**config.mk**
```make
export PLATFORM = sky130hd
export DESIGN_NAME = intr_ctrl_flat
export DESIGN_NICKNAME = d
export VERILOG_FILES = /design/src/rtl/intr_ctrl_if.sv /design/src/rtl/intr_ctrl.sv /design/src/flat_wrapper.sv
export SDC_FILE = /design/constraint.sdc
export NUM_CORES = 1
export LEC_CHECK = 0
export CAP_MARGIN = 5
export CORE_MARGIN = 4
export CORE_UTILIZATION = 40
export DETAILED_ROUTE_END_ITERATION = 7
export PLACE_DENSITY_LB_ADDON = 0.2
export SLEW_MARGIN = 0
export SYNTH_ARGS = -nofsm -noshare
export SYNTH_HDL_FRONTEND = slang
export SYNTH_SLANG_ARGS = --single-unit
```
**constraint.sdc**
```tcl
create_clock -name clk -period 1.2 [get_ports clk]
set_input_delay 0.24 -clock clk [delete_from_list [all_inputs] [get_ports clk]]
set_output_delay 0.24 -clock clk [all_outputs]
set_load 0.01 [all_outputs]
```
**src/rtl/intr_ctrl_if.sv**
```systemverilog
// Bundle of the interrupt controller's CPU-side signals: raw sources, the EXE-stage
// register port and the CP0 request/acknowledge handshake.
interface intr_ctrl_if #(
    parameter int N_SRC = 8
);
    logic [N_SRC-1:0] src;
    logic             cfg_we;
    logic [1:0]       cfg_addr;
    logic [31:0]      cfg_wdata;
    logic [31:0]      cfg_rdata;
    logic             ir_out;
    logic             ack;
    logic             eret;
    logic [2:0]       cause;
    logic             busy;

    // The CPU side drives sources, register accesses and CP0 events.
    modport master (
        output src, cfg_we, cfg_addr, cfg_wdata, ack, eret,
        input  cfg_rdata, ir_out, cause, busy
    );

    modport slave (
        input  src, cfg_we, cfg_addr, cfg_wdata, ack, eret,
        output cfg_rdata, ir_out, cause, busy
    );
endinterface

```
**src/rtl/intr_ctrl.sv**
```systemverilog
// Prioritised interrupt controller: synchronises raw lines, tracks edge/level pending
// state, and keeps exactly one interrupt outstanding towards CP0 from request to ERET.
module intr_ctrl #(
    parameter int N_SRC = 8
) (
    input  logic        clk,
    input  logic        rst,
    intr_ctrl_if.slave  bus
);

    typedef enum logic [1:0] {
        IDLE = 2'd0,
        REQ  = 2'd1,
        SERV = 2'd2
    } state_t;

    logic [N_SRC-1:0] r_s1;
    logic [N_SRC-1:0] r_s2;
    logic [N_SRC-1:0] r_s3;
    logic [N_SRC-1:0] r_mask;
    logic [N_SRC-1:0] r_edgeMode;
    logic [N_SRC-1:0] r_pend;
    state_t           r_state;
    logic             r_irOut;
    logic             r_busy;
    logic [2:0]       r_cause;

    logic [N_SRC-1:0] w_rise;
    logic [N_SRC-1:0] w_eligible;
    logic [N_SRC-1:0] w_clr;
    logic [N_SRC-1:0] w_pendNext;
    logic [2:0]       w_winner;
    logic             w_w1c;
    logic             w_maskWr;
    logic             w_edgeWr;
    state_t           w_stateNext;
    logic             w_latchCause;
    logic             w_ackTaken;
    logic             w_unused;

    assign w_maskWr = bus.cfg_we && (bus.cfg_addr == 2'd0);
    assign w_edgeWr = bus.cfg_we && (bus.cfg_addr == 2'd1);
    assign w_w1c    = bus.cfg_we && (bus.cfg_addr == 2'd2);
    assign w_unused = ^bus.cfg_wdata[31:N_SRC];

    assign w_rise     = r_s2 & ~r_s3;
    assign w_eligible = r_pend & r_mask;

    // Two-flop synchroniser plus one history flop for rising-edge detection.
    always_ff @(posedge clk) begin
        if (rst) begin
            r_s1 <= '0;
            r_s2 <= '0;
            r_s3 <= '0;
        end else begin
            r_s1 <= bus.src;
            r_s2 <= r_s1;
            r_s3 <= r_s2;
        end
    end

    // Fixed priority: scanning downwards lets the lowest eligible index win.
    always_comb begin
        w_winner = 3'd0;
        for (int i = N_SRC - 1; i >= 0; i--) begin
            if (w_eligible[i]) begin
                w_winner = 3'(i);
            end
        end
    end

    always_comb begin
        w_clr      = '0;
        w_pendNext = r_pend;
        for (int i = 0; i < N_SRC; i++) begin
            w_clr[i] = (w_w1c && bus.cfg_wdata[i]) ||
                       (w_ackTaken && (r_cause == 3'(i)));
            // A new edge in the same cycle as a clear keeps the bit set.
            if (r_edgeMode[i]) begin
                w_pendNext[i] = (r_pend[i] & ~w_clr[i]) | w_rise[i];
            end else begin
                w_pendNext[i] = r_s2[i];
            end
        end
    end

    always_ff @(posedge clk) begin
        if (rst) begin
            r_mask     <= '0;
            r_edgeMode <= '0;
            r_pend     <= '0;
        end else begin
            if (w_maskWr) begin
                r_mask <= bus.cfg_wdata[N_SRC-1:0];
            end
            if (w_edgeWr) begin
                r_edgeMode <= bus.cfg_wdata[N_SRC-1:0];
            end
            r_pend <= w_pendNext;
        end
    end

    // Once in REQ the request is committed; only ack moves it on, so later mask
    // or pending changes cannot withdraw an interrupt CP0 may already be taking.
    always_comb begin
        w_stateNext  = r_state;
        w_latchCause = 1'b0;
        w_ackTaken   = 1'b0;
        case (r_state)
            IDLE: begin
                if (|w_eligible) begin
                    w_stateNext  = REQ;
                    w_latchCause = 1'b1;
                end
            end
            REQ: begin
                if (bus.ack) begin
                    w_stateNext = SERV;
                    w_ackTaken  = 1'b1;
                end
            end
            SERV: begin
                if (bus.eret) begin
                    w_stateNext = IDLE;
                end
            end
            default: begin
                w_stateNext = IDLE;
            end
        endcase
    end

    always_ff @(posedge clk) begin
        if (rst) begin
            r_state <= IDLE;
            r_irOut <= 1'b0;
            r_busy  <= 1'b0;
            r_cause <= 3'd0;
        end else begin
            r_state <= w_stateNext;
            r_irOut <= (w_stateNext == REQ);
            r_busy  <= (w_stateNext == SERV);
            if (w_latchCause) begin
                r_cause <= w_winner;
            end
        end
    end

    always_comb begin
        bus.cfg_rdata = 32'd0;
        case (bus.cfg_addr)
            2'd0:    bus.cfg_rdata = 32'(r_mask);
            2'd1:    bus.cfg_rdata = 32'(r_edgeMode);
            2'd2:    bus.cfg_rdata = 32'(r_pend);
            default: bus.cfg_rdata = {27'd0, r_busy, r_irOut, r_cause};
        endcase
    end

    assign bus.ir_out = r_irOut;
    assign bus.busy   = r_busy;
    assign bus.cause  = r_cause;

endmodule

```
**src/flat_wrapper.sv**
```systemverilog
// flat-port wrapper written by rule: the top's interface ports become plain ports
module intr_ctrl_flat 
#(
    parameter int N_SRC = 8
)
  (clk, rst, bus_src, bus_cfg_we, bus_cfg_addr, bus_cfg_wdata, bus_ack, bus_eret, bus_cfg_rdata, bus_ir_out, bus_cause, bus_busy);
  intr_ctrl_if #(.N_SRC(N_SRC)) bus_i ();
  input  logic clk;
  input  logic rst;
  input wire logic [$bits(bus_i.src)-1:0] bus_src;
  input wire logic [$bits(bus_i.cfg_we)-1:0] bus_cfg_we;
  input wire logic [$bits(bus_i.cfg_addr)-1:0] bus_cfg_addr;
  input wire logic [$bits(bus_i.cfg_wdata)-1:0] bus_cfg_wdata;
  input wire logic [$bits(bus_i.ack)-1:0] bus_ack;
  input wire logic [$bits(bus_i.eret)-1:0] bus_eret;
  output wire logic [$bits(bus_i.cfg_rdata)-1:0] bus_cfg_rdata;
  output wire logic [$bits(bus_i.ir_out)-1:0] bus_ir_out;
  output wire logic [$bits(bus_i.cause)-1:0] bus_cause;
  output wire logic [$bits(bus_i.busy)-1:0] bus_busy;
  assign bus_i.src = bus_src;
  assign bus_i.cfg_we = bus_cfg_we;
  assign bus_i.cfg_addr = bus_cfg_addr;
  assign bus_i.cfg_wdata = bus_cfg_wdata;
  assign bus_i.ack = bus_ack;
  assign bus_i.eret = bus_eret;
  assign bus_cfg_rdata = bus_i.cfg_rdata;
  assign bus_ir_out = bus_i.ir_out;
  assign bus_cause = bus_i.cause;
  assign bus_busy = bus_i.busy;
  intr_ctrl #(.N_SRC(N_SRC)) u_core (.clk(clk), .rst(rst), .bus(bus_i));
endmodule
```
* Word level (Yosys, flattened, before mapping)
Cells that the tools add are included.
** Word-level totals
- Input bits :: 47
- Output and inout port bits :: 37
- Word-level logic and storage cells :: 106
- Register bits :: 55
** Operators by class
- Multiplexer cells :: 25
- Bitwise logic cells :: 27
- Reduce and logical (&&, ||, !) cells :: 31
- Eq/ne operators :: 13
** Operators with widths (number)
- $mux 3 :: 8
- $pmux 8 s3 :: 1
- $logic_and 1x1->1 :: 19
- $and 8x8->8 :: 2
- $eq 3x3->1 const B :: 4
- $mux 1 :: 12
- $and 1x1->1 :: 8
- $logic_or 1x1->1 :: 8
- $not 1->1 :: 8
- $not 8->8 :: 1
- $or 1x1->1 :: 8
- $reduce_or 8->1 :: 1
- $eq 2x1->1 const B :: 3
- $eq 2x2->1 const B :: 3
- $eq 3x2->1 const B :: 2
- $mux 2 :: 3
- $pmux 2 s3 :: 1
- $logic_not 2->1 :: 2
- $eq 3x1->1 const B :: 1
- $logic_not 3->1 :: 1

* Logic depth before layout (Yosys ltp)
- Depth in word-level cells :: 9
- Depth in mapped cells :: 5
- Depth with buffers taken out :: 4

* Worst setup path after synthesis
OpenSTA, ideal clock, no wires.
- Kind :: reg2out
- From :: reg u_core.r_cause[1], in the netlist u_core.bus.cause[1]
- To :: out bus_cfg_rdata[1]
- Buffers on the path :: 1
- Arrival :: 1.011 ns
- Cell stages (with the launch flop) :: 3
- Slack :: -0.051 ns
- Data required time :: 0.960 ns
- Cells stage by stage :: dfxtp_1 clkbuf_1 mux4_2
** On the way
- Cells in the longest elaborated chain, start to end :: 1
** RTL lines
- start, declared :: line intr_ctrl.sv:26 : logic [2:0] r_cause;
- start signal, assigned :: line intr_ctrl.sv:144 : r_cause <= w_winner;
- $pmux 8 s3 :: line intr_ctrl.sv:151 : case (bus.cfg_addr)
- end, declared :: line flat_wrapper.sv:16 : output wire logic [$bits(bus_i.cfg_rdata)-1:0] bus_cfg_rdata;
No other way between the ends.

* Final worst setup path
- From :: reg u_core.r_cause[0], in the netlist u_core.bus.cause[0]
- To :: out bus_cfg_rdata[0]
Same word-level chain as after synthesis.

==> flow_metrics.py <==
metrics = {
    "worst_setup_path": {
        "arrival_ns": 1.29,
        "crit_buf_inv": 1,
        "crit_type": "reg2out",
        "reg2regPathDepth": 5,
        "cp-end-kind": "output port",
        "timing.critical_path.slowest_cell_delay_ns": 0.50,
        "cp.required_ns": 0.96,
        "startpoint_type": "register",
        "cp_slowest_cell": "mux4_2",
        "crit_chain": "mux4_2 > buf_6",
        "r2r_slack_ns": -0.11,
        "worstReg2RegEnd": "u_core.bus.cause[0]$_SDFFE_PP0P_",
        "r2r-start": "u_core.r_mask[6]$_SDFFE_PP0P_",
        "crit_fanout": 2,
        "cp.depth": 2,
        "critical_path.top_delay_family": "multiplexers",
    },
    "synthesis": {
        "synthAdderAreaFrac_pct": 0,
        "synthDominantCellAreaShare_pct": 46.0,
        "synth-main-ff-cell": "dfxtp_1",
        "synth_edf_count": 0,
        "synth_cell_types": 34,
        "syn_area_sq_um": 2390,
        "ys_seq_area_share_pct": 46.0,
        "synth_area_leaders": "dfxtp_1 (46%), mux2i_1 (8.0%), buf_4 (7.8%), nor2b_1 (6.3%), mux4_2 (4.7%)",
        "async_reset_ff_share_pct": 0,
        "synth_top_family_by_area": "simple AND/OR/NAND/NOR gates",
        "avgSynthCellArea_sq_um": 9.80,
        "postSynthCellCount": 244,
        "ys_ff_latch": 55,
        "muxShareOfSynthArea_pct": 12.7,
        "synth-compound-area-share_pct": 11.6,
        "synth_top_area_cell": "dfxtp_1",
        "synthSimpleGateAreaFrac_pct": 19.0,
        "yosysWarningCount": 0,
        "synth_xor_area_share_pct": 0,
    },
    "clock_tree": {
        "clock_path_buffers": 2,
        "clock_latency_ns": 0.31,
        "root_buffer": "clkbuf_8",
        "cts_buffers": 5,
        "clk_pin_slew_ns": 0.10,
        "clock_sinks": 55,
        "holdBufCountCts": 0,
        "cts_tree": "built",
        "h-tree-depth": 2,
    },
    "place": {
        "gp_congestion": 0.818,
        "dp_hpwl_microns": 4260,
        "placed_cells": 390,
        "io_buffer_count": 35,
    },
    "route": {
        "wl_per_cell_microns": 14.7,
        "wl_microns": 6030,
        "ant_nets": 0,
        "first_pass_iters": 4,
        "drt_iter0_drc": 88,
        "vias": 1993,
        "vias_per_cell": 4.87,
        "remaining_drc_errors": 0,
    },
    "timing": {
        "fin_ws_ns": -0.333,
        "final_max_slew_viol_count": 0,
        "fin_hold_ws_ns": 0.308,
        "worst_clock_skew_ns": 0.0122,
        "hold_violations": 0,
        "min_period_ns": 1.53,
        "final.period_utilization_pct": 128,
        "setup_tns_ns": -2.22,
        "finalSetupViolCount": 18,
        "rsz0062_at_grt": "yes",
        "fmax_ghz": 0.652,
    },
    "final_layout": {
        "drive_above_1_share_pct": 42.4,
        "nets": 384,
        "final_cells": 409,
        "diodes": 0,
        "syn2layout_area_growth_pct": 48.5,
    },
    "floorplanning": {
        "placementRows": 27,
        "num_io_pins": 84,
        "die_y_microns": 85.3,
        "floorplan.initialDensity_pct": 42.4,
        "core_sq_um": 5640,
        "die_w_microns": 85.3,
        "dieArea_sq_um": 7280,
    },
    "power": {
        "intPower_mw": 2.75,
        "p_switching_mw": 0.835,
        "vdd_drop_max_mv": 0.676,
        "seqPwrFrac_pct": 53.4,
        "p_comb_share_pct": 13.3,
        "switching_share_pct": 23.3,
        "p_leak_nw": 1.54,
        "powerDensity_nw_per_um2": 1010,
        "p_clk_share_pct": 33.3,
    },
    "worst_hold_path": {
        "min-delay-start": "rst",
        "hold_path_end": "u_core.bus.cause[2]$_SDFFE_PP0P_",
        "hold_depth": 2,
        "hold_class": "in2reg",
    },
    "job": {
        "max_cap_viol_count": 0,
    },
    "outcome": {
        "status": "finished, violations left",
        "violations": "setup timing",
    },
    "global_routing": {
        "antenna_found_initial": 0,
        "grt_pass1_vias": 1885,
        "grt_pass1_wl_microns": 9200,
        "groute.usage.overall_pct": 16.0,
        "grt-ovfl-total": 0,
        "grt_max_degree": 18,
    },
}
cell families after synthesis:
| kind of cell | count (synthesis) |
|---|---|
| AOI/OAI and AO/OA | 36 |
| buffers and inverters | 38 |
| DFF | 55 |
| muxes | 24 |
| and+or+nand+nor | 90 |
| other | 1 |
repair_timing:
action,in CTS,in global routing
pin swaps,11,17
gates resized for setup,102,49
buffers inserted,7,8
setup endpoints to repair,42,32
registers in the layout, indices dropped and copies added (netlist names):
| name | flops |
|---|---|
| u_core.r_s2 | 8 |
| u_core.bus.busy | 1 |
| u_core.r_s3 | 8 |
| u_core.r_mask | 8 |
| u_core.r_s1 | 8 |
| u_core.bus.ir_out | 1 |
| u_core.r_pend | 8 |
| u_core.bus.cause | 3 |
| u_core.r_edgeMode | 8 |
| u_core.r_state | 2 |
area by class of cell:
| cell class | instances | area (sq um) |
|---|---|---|
| repair buffers | 100 | 901 |
| well taps | 72 | 90.1 |
| clock buffers | 6 | 72.6 |
| clock inverters | 1 | 30.0 |
| multi-input cells | 174 | 1320 |
| flip-flops and latches | 55 | 1130 |
| fillers | 449 | 2090 |
| inverters | 1 | 3.75 |
power by group through the flow:
stage	combinational (mW)	clock [mW]	sequential, mW
after detailed placement	0.432	0	1.95
final	0.475	1.19	1.92
after floorplan	0.253	0	1.96
after global placement	0.428	0	1.95
after global routing	0.514	1.28	1.92
after CTS	0.449	1.23	1.91
cells in the final DEF (no fill, tap or decap), types with 4 or more instances in the layout:
cell type	instances
dfxtp_1	35
nor2_1	18
nand3b_1	4
a22oi_2	4
a211oi_1	4
buf_12	4
a21o_1	5
mux4_2	5
dfxtp_2	19
buf_4	46
conb_1	24
clkbuf_8	5
buf_2	10
nand2_1	26
a2111oi_2	7
buf_6	20
nor2b_1	24
mux2i_1	19
nand2_2	4
clkdlybuf4s50_1	17
per-stage QoR:
step	utilization, %	worst slack [ns]	cell area (sq um)	power, mW
global route	62.9	-0.358	3550	3.72
global placement	54.8	-0.948	3090	2.38
finish	62.9	-0.333	3550	3.59
CTS	59.2	-0.333	3340	3.59
detailed placement	54.8	-0.939	3090	2.39
floorplan	-	-0.0248	2490	2.21
synthesized netlist by cell type (2+ instances only):
cell type and instances:
a22oi_1 4, a21o_1 5, a211oi_1 5, nor2_1 20, a21oi_1 4, mux2i_1 19
a32o_1 2, o21ai_0 3, a22o_1 3, buf_2 5, nor2b_1 24, nand2_1 30
nor3b_1 3, dfxtp_1 55, a2111oi_0 2, nand3b_1 4, clkbuf_1 6, mux4_2 5
a2111oi_1 5, nor3_1 2, buf_4 25
per-layer routing:
metal	GRT usage [%]	up-vias	routed length (microns)
met5	0	-	0
met4	6.62	0	170
met3	3.30	13	288
met2	25.8	50	2970
met1	20.7	951	2600
li1	-	979	-
worst max path at each step:
stage / start / endpoint
floorplan: u_core.bus.cause[1]$_SDFFE_PP0P_ / bus_cfg_rdata[1]
global placement: bus_cfg_addr[1] / bus_cfg_rdata[0]
detailed placement: bus_cfg_addr[1] / bus_cfg_rdata[0]
CTS: u_core.bus.cause[0]$_SDFFE_PP0P_ / bus_cfg_rdata[0]
global route: u_core.bus.cause[0]$_SDFFE_PP0P_ / bus_cfg_rdata[0]
finish: u_core.bus.cause[0]$_SDFFE_PP0P_ / bus_cfg_rdata[0]
worst reg2reg max path, cell delays in order, from the launching register on:
cell      delay, ns
dfxtp_2        0.34
buf_6          0.12
a22oi_2        0.29
and4_4         0.31
o311ai_4       0.10
o41ai_2        0.06
Power figures use the tool's default switching activity.
